### src/rtl/ksa_pkg.sv
// Shared types and elaboration helpers for the pipelined Kogge-Stone adder.
// pg_t is one prefix node: group generate and group propagate.
package ksa_pkg;

  typedef struct packed {
    logic g;
    logic p;
  } pg_t;

  // Ceiling log2 for elaboration-time sizing; clog2(1) = 0.
  function automatic int clog2(input int value);
    int r;
    int v;
    r = 0;
    v = value - 1;
    while (v > 0) begin
      r++;
      v = v >> 1;
    end
    return r;
  endfunction

  // Pipeline latency: one operand stage plus one stage per prefix level.
  function automatic int lat_of(input int width);
    return clog2(width) + 1;
  endfunction

endpackage

### src/rtl/ksa_pipe_adder_prefix.sv
// One combinational Kogge-Stone prefix level (module ksa_prefix_level).
// Node index 0 holds the carry-in (prefix position -1); index i+1 holds bit i.
// Nodes closer than SPAN to the bottom have already resolved and pass through.
module ksa_prefix_level
  import ksa_pkg::*;
#(
  parameter int WIDTH = 16,
  parameter int SPAN  = 1
) (
  input  pg_t [WIDTH:0] grp_i,
  output pg_t [WIDTH:0] grp_o
);

  // Combine each node with the node SPAN positions below it.
  always_comb begin
    // NOTE: assigning a full default first guarantees every bit is written on
    // every path, so no latch can be inferred for the pass-through nodes.
    grp_o = grp_i;
    for (int i = SPAN; i <= WIDTH; i++) begin
      grp_o[i].g = grp_i[i].g | (grp_i[i].p & grp_i[i-SPAN].g);
      grp_o[i].p = grp_i[i].p & grp_i[i-SPAN].p;
    end
  end

endmodule

### src/rtl/ksa_pipe_adder.sv
// Pipelined Kogge-Stone adder with valid/ready handshake and synchronous flush.
// Stage 0 registers bitwise p/g and the carry-in; stage k registers prefix
// level k (span 2^(k-1)). Sum, carry-out and overflow are formed from the last
// stage. Optional build macro KSA_PIPE_SUB_EN adds an in_sub port for a - b.
module ksa_pipe_adder
  import ksa_pkg::*;
#(
  parameter int WIDTH = 16
) (
  input  logic             clk,
  input  logic             rst_n,
  input  logic             flush,
  input  logic             in_valid,
  output logic             in_ready,
  input  logic [WIDTH-1:0] in_a,
  input  logic [WIDTH-1:0] in_b,
  input  logic             in_cin,
`ifdef KSA_PIPE_SUB_EN
  input  logic             in_sub,
`endif
  output logic             out_valid,
  input  logic             out_ready,
  output logic [WIDTH-1:0] out_sum,
  output logic             out_cout,
  output logic             out_ovf
);

  localparam int LEVELS = clog2(WIDTH);
  localparam int LAT    = lat_of(WIDTH);

  logic [LAT-1:0]   valid_q, valid_d;
  logic             advance;
  logic [WIDTH-1:0] b_eff;
  logic             cin_eff;
  pg_t  [WIDTH:0]   grp0_d;
  pg_t  [WIDTH:0]   lvl_d [1:LEVELS];
  pg_t  [WIDTH:0]   grp_q [LAT];
  logic [WIDTH-1:0] p_d   [LAT];
  logic [WIDTH-1:0] p_q   [LAT];
  logic [WIDTH-1:0] carry;

  // Operand conditioning: subtraction is a + ~b + 1.
  always_comb begin
`ifdef KSA_PIPE_SUB_EN
    b_eff   = in_sub ? ~in_b : in_b;
    cin_eff = in_sub ? 1'b1  : in_cin;
`else
    b_eff   = in_b;
    cin_eff = in_cin;
`endif
  end

  // Stage-0 node vector with the carry-in folded in as a pure generate node,
  // plus the bitwise propagate vector that travels alongside for the sum.
  always_comb begin
    grp0_d[0] = '{g: cin_eff, p: 1'b0};
    for (int i = 0; i < WIDTH; i++) begin
      grp0_d[i+1] = '{g: in_a[i] & b_eff[i], p: in_a[i] ^ b_eff[i]};
    end
    p_d[0] = in_a ^ b_eff;
    for (int k = 1; k < LAT; k++) begin
      p_d[k] = p_q[k-1];
    end
  end

  // Prefix levels, each fed from the previous stage register.
  for (genvar k = 1; k <= LEVELS; k++) begin : g_level
    ksa_prefix_level #(
      .WIDTH (WIDTH),
      .SPAN  (1 << (k - 1))
    ) u_level (
      .grp_i (grp_q[k-1]),
      .grp_o (lvl_d[k])
    );
  end

  // Handshake: the whole pipe moves together; flush wins over advance.
  always_comb begin
    advance  = !valid_q[LAT-1] | out_ready;
    in_ready = advance & !flush;
    valid_d  = valid_q;
    if (flush) begin
      valid_d = '0;
    end else if (advance) begin
      valid_d = {valid_q[LAT-2:0], in_valid & in_ready};
    end
  end

  // Valid bits: the only state that needs reset.
  always_ff @(posedge clk or negedge rst_n) begin
    // NOTE: non-blocking assignments so every flop samples pre-edge values.
    if (!rst_n) begin
      valid_q <= '0;
    end else begin
      valid_q <= valid_d;
    end
  end

  // Data stages shift with the valid bits and hold while stalled.
  // NOTE: datapath registers are deliberately not reset; their content is
  // meaningless while the matching valid bit is 0.
  always_ff @(posedge clk) begin
    if (advance) begin
      grp_q[0] <= grp0_d;
      for (int k = 1; k < LAT; k++) begin
        grp_q[k] <= lvl_d[k];
      end
      for (int k = 0; k < LAT; k++) begin
        p_q[k] <= p_d[k];
      end
    end
  end

  // Result: node i of the last stage is the carry into bit i. The top node
  // spans bits 0..WIDTH-1 only, so it is closed with the carry-in node.
  always_comb begin
    for (int i = 0; i < WIDTH; i++) begin
      carry[i] = grp_q[LAT-1][i].g;
    end
    out_sum   = p_q[LAT-1] ^ carry;
    out_cout  = grp_q[LAT-1][WIDTH].g |
                (grp_q[LAT-1][WIDTH].p & grp_q[LAT-1][0].g);
    out_ovf   = carry[WIDTH-1] ^ out_cout;
    out_valid = valid_q[LAT-1];
  end

endmodule

### config.mk
export PLATFORM = sky130hd
export DESIGN_NAME = ksa_pipe_adder
export DESIGN_NICKNAME = d
export VERILOG_FILES = /design/src/rtl/ksa_pkg.sv /design/src/rtl/ksa_pipe_adder_prefix.sv /design/src/rtl/ksa_pipe_adder.sv
export SDC_FILE = /design/constraint.sdc
export NUM_CORES = 1
export LEC_CHECK = 0
export ABC_AREA = 1
export BUFFER_PORTS_ARGS = -buffer_cell sky130_fd_sc_hd__buf_4
export CAP_MARGIN = 20
export CORE_UTILIZATION = 55
export DETAILED_ROUTE_END_ITERATION = 8
export PLACE_DENSITY = 0.75
export SYNTH_ARGS = -nofsm -noshare
export SYNTH_HDL_FRONTEND = slang
export SYNTH_SLANG_ARGS = --single-unit
export TNS_END_PERCENT = 30
### constraint.sdc
create_clock -name clk -period 4.7 [get_ports clk]
set_input_delay 0.705 -clock clk [delete_from_list [all_inputs] [get_ports clk]]
set_output_delay 0.705 -clock clk [all_outputs]
set_load 0.005 [all_outputs]
# ---- Word-level counts from Yosys, hierarchy flattened
# Memory sizes are Yosys's and may differ from the RTL's.
# Cells that the tools add are included.
dict set report classes {
  muxes 4
  bitwise_logic 199
  reduce_logical 3
}
# operator count
set op_table {}
lappend op_table {{1-bit AND} 125}
lappend op_table {{1-bit OR} 55}
lappend op_table {{16-bit XOR} 2}
lappend op_table {{1-bit XOR} 17}
lappend op_table {{5-bit 2-to-1 mux} 2}
lappend op_table {{1-bit zero test} 2}
lappend op_table {{1-bit 2-to-1 mux} 2}
lappend op_table {{2-bit nonzero test} 1}
dict set report totals {
  reg_bits 5
  ramBits 250
  out_inout_bits 20
  n_memories 2
}
# memory depth word_bits read_ports rd_ports_with_merged_regs write_ports line
set mem_list {}
lappend mem_list {grp_q 5 34 5 0 5 ksa_pipe_adder.sv:37} ;# pg_t [WIDTH:0] grp_q [LAT];
lappend mem_list {p_q 5 16 5 0 5 ksa_pipe_adder.sv:39} ;# logic [WIDTH-1:0] p_q [LAT];

# ---- Logic depth before layout (Yosys ltp)
dict set report depth {
  depth_word 6
  depth_mapped 4
}

# ---- Hierarchy
# A second synthesis with hierarchy kept.
dict set report unflattened {
  cells_unflattened 575
  hier_area_um2 8329.2
}
# mod instances cells_each area_per_inst_um2 seq_area_each_um2
set modules_own_cells {}
lappend modules_own_cells {ksa_pipe_adder 1 280 7109.3 6641.4}
lappend modules_own_cells {{ksa_prefix_level at g_level[1].u_level} 1 82 315.3 0.0}
lappend modules_own_cells {{ksa_prefix_level at g_level[2].u_level} 1 79 311.5 0.0}
lappend modules_own_cells {{ksa_prefix_level at g_level[3].u_level} 1 73 304.0 0.0}
lappend modules_own_cells {{ksa_prefix_level at g_level[4].u_level} 1 61 289.0 0.0}

# ---- Worst setup path after synthesis
# OpenSTA, ideal clock, no wires.
dict set report synth_timing {
  kind {input to register}
  startpoint {in out_ready}
  endpoint {mem grp_q[0][100] (netlist bit), enable pin}
  setup_time_ns 0.425
  arrival_ns 2.216
  required_ns 4.275
  path_slack_ns 2.059
  stages 2
  path_buffers 0
  path_cell_list {inv_1 nand2_4}
}
# item line
set synth_rtl {}
lappend synth_rtl {{start: declaration} ksa_pipe_adder.sv:22} ;# input logic out_ready,
lappend synth_rtl {{end: declaration} ksa_pipe_adder.sv:37}

# ---- Final worst setup path
dict set report layout_timing {
  startpoint {reg valid_q[4]}
  endpoint {out in_ready}
}
dict set report layout_between {
  elab_chain_cells 3
}
# item line
set layout_rtl {}
lappend layout_rtl {{start: declaration} ksa_pipe_adder.sv:31} ;# logic [LAT-1:0] valid_q, valid_d;
lappend layout_rtl {{start signal: assignment} ksa_pipe_adder.sv:95} ;# valid_q <= valid_d;
lappend layout_rtl {{1-bit zero test} ksa_pipe_adder.sv:79} ;# advance = !valid_q[LAT-1] | out_ready;
lappend layout_rtl {{1-bit OR} ksa_pipe_adder.sv:79}
lappend layout_rtl {{1-bit AND} ksa_pipe_adder.sv:80} ;# in_ready = advance & !flush;
lappend layout_rtl {{end: declaration} ksa_pipe_adder.sv:14} ;# output logic in_ready,
# Every way passes these cells.

==> metrics <==
status finished, final reports clean; Post-synth EDFFs 203; GP Congestion 0.730; mapped cell area 0.00747 mm²; FP Rows 42; Worst R2R Path Depth 3; register area 0.00622 mm²; Synth Register Bits 208; RSZ-0062 raised after global routing false; HPWL after DPL 6360 µm; Horiz. Die Dim 119 µm; GR Overflow Total 0; main combinational cell family by area after synthesis simple AND/OR/NAND/NOR gates; pwr/cell area 453 mW/mm²; final hold vios 0; max incr delay on CP 500 ps; worst hold margin 403 ps; post-synthesis async set-or-reset flop share 2.40%; period utilization 43.0%; leakage power total 4.00 nW; Crit Reg-Reg Endpoint grp_q[0][119]; top cells by instance count after synthesis edfxtp_1, nand2_1, inv_1; Slew HR 51.3%; Worst VDD drop 0.270 mV; ant diodes 0; DP Area 0.00815 mm²; via count 3425; Slowest-stage cell, CP dfrtp_1; DP Worst Slack 2050 ps; first-pass GRT wire length 15700 µm; HP Class in2reg; syn_area_per_cell 16.6 µm²; largest net degree at the start of global routing 99; endpoints failing setup 0; setup ws final 2680 ps; MaxCap Viol Count 0; Tmin final 2020 ps; post-route ant nets 0; Bufs on Longest Clock Path 3; Synth cell types 13; max-slew violations 0; clock latency on the worst-skew pair 480 ps; top_reg_cell synth edfxtp_1; Mapped Cells 450; critical path capture point in_ready; Critical path origin valid_q[4]; Synth Area in Compound Gates 2.70%; Initial Util 56.4%; WL per Instance 13.5 µm; Ports 58; Area growth syn-to-layout 17.2%; Clk pin slew, worst setup/hold paths 60 ps; Setup crit end kind primary output; worst clock skew 20.9 ps; R2R Path Start valid_q[4]; Fmax 495 MHz; CP max FO 7; crit-path leading delay family flip-flops; Arr. time, crit path 1320 ps; Post-Syn Nets 504; detailed-route DRC error count 0; Power Total 0.00397 W; synth warn 0; CTS H-tree lvls 1; Buf+Inv Stages, Crit Path 1; Global Route Usage Sum 14.2%; area taken by multi-input logic gates 998 µm²; critical path depth 2; worst-margin pin slew 731 ps; Clock Sinks 208; Req. time, crit path 3990 ps; core area 0.0132 mm²; simple-gate share of the synthesized area 5.99%; Yosys top cell by area edfxtp_1; CTS Buf Count 20; critical-path cell list a21oi_1 -> buf_4; Setup crit start kind flop; proportion of synthesized area in mux cells 0%; PostCTS Resize Cnt 0; top cells by area, synth edfxtp_1, nand2_1, inv_1; final WL 9690 µm; Die ar. 0.0141 mm²; top-count cell post-synth edfxtp_1; initial antenna violation count 0; fin area 0.00876 mm²; Via-to-Cell Ratio 4.76; r2r setup slk 2740 ps; Yosys top cell area share 81.6%; CP Class reg2out; total negative slack 0 ps; Root Driver clkbuf_16; adder-cell area share of the yosys netlist 2.68%; xor and xnor area share after synthesis 1.88%; count of buffers from port buffering 57; sequential area share after synthesis 83.2%; First-pass DRT Iterations 4; Die H 119 µm; vias in the first global route 3371; initial DRC count 281; CTS tree done; NumNets Final 587; Fill cells 881; layout cells sized above 1 16.2%; Worst Hold Depth 1
## metal layers
| layer | vias up | share of wire [%] | track usage (%) |
|---|---|---|---|
| met1 | 1607 | 41 | 17.4 |
| met4 | 0 | 1.0 | 4.67 |
| met5 | - | 0 | 0 |
| li1 | 1720 | - | - |
| met3 | 9 | 5.6 | 3.23 |
| met2 | 89 | 52 | 24.8 |
## layout by cell type, fill, tap and decap left out, types with 2 or more instances in the layout
| cell | count |
|---|---|
| edfxtp_1 | 203 |
| nand2_1 | 103 |
| inv_1 | 69 |
| buf_4 | 59 |
| a21o_1 | 25 |
| clkbuf_16 | 21 |
| xor2_1 | 16 |
| ha_1 | 16 |
| nand3_1 | 5 |
| dfrtp_1 | 5 |
| nand4_1 | 4 |
| clkinv_1 | 4 |
| clkbuf_1 | 3 |
| clkinv_2 | 2 |
## report_power, final
part | leakage, nW | internal, W | switching [W]
clock network | 0.281 | 0.000808 | 0.000599
logic | 1.42 | 0.000122 | 0.0000850
registers | 2.31 | 0.00226 | 0.0000984
total | 4.00 | 0.00319 | 0.000783
## metrics by stage
stage               utilization (%)  instances
detailed placement             61.5        685
finish                         66.2        719
floorplan                         -        450
global placement               61.5        685
CTS                            65.9        717
global route                   66.2        719
## cells by family after synthesis
family          count (synthesis)
buf+inv                        70
fa+ha+maj                      16
compound gates                 27
simple gates                  113
flops                         208
xor+xnor                       16
## final cells by class
cell class                 count  area share, %
timing repair buffer          61           5.48
sequential                   208           71.0
inverter                      70           3.00
multi-input combinational    172           11.4
clock buffer                  24           6.13
clock inverter                 8          0.471
tap                          176           2.51
## worst reg2reg max path, cell delays in order, from the launching register on
cell and delay (ps):
dfrtp_1 500, nand2_8 350, buf_4 360, buf_16 360
## timing repair
action                                  4_1_cts  5_1_grt
setup buffers                                 0        0
hold buffers                                  0        1
endpoints found under the hold margin         0        5
endpoints found under the setup margin        0        0
## flip-flops by register name, indices dropped and copies added, names as in the netlist
signal / count
grp_q: 123
p_q: 80
valid_q: 5
## worst min-delay path by stage
stage / end / start
after floorplan: p_q[0][32] / p_q[0][16]
after global placement: p_q[0][55] / p_q[0][39]
after detailed placement: p_q[0][50] / p_q[0][34]
after CTS: valid_q[4] / rst_n
after global routing: grp_q[0][1] / in_cin
final: grp_q[0][1] / in_cin
No activity file was read; power rests on OpenSTA's default activity.
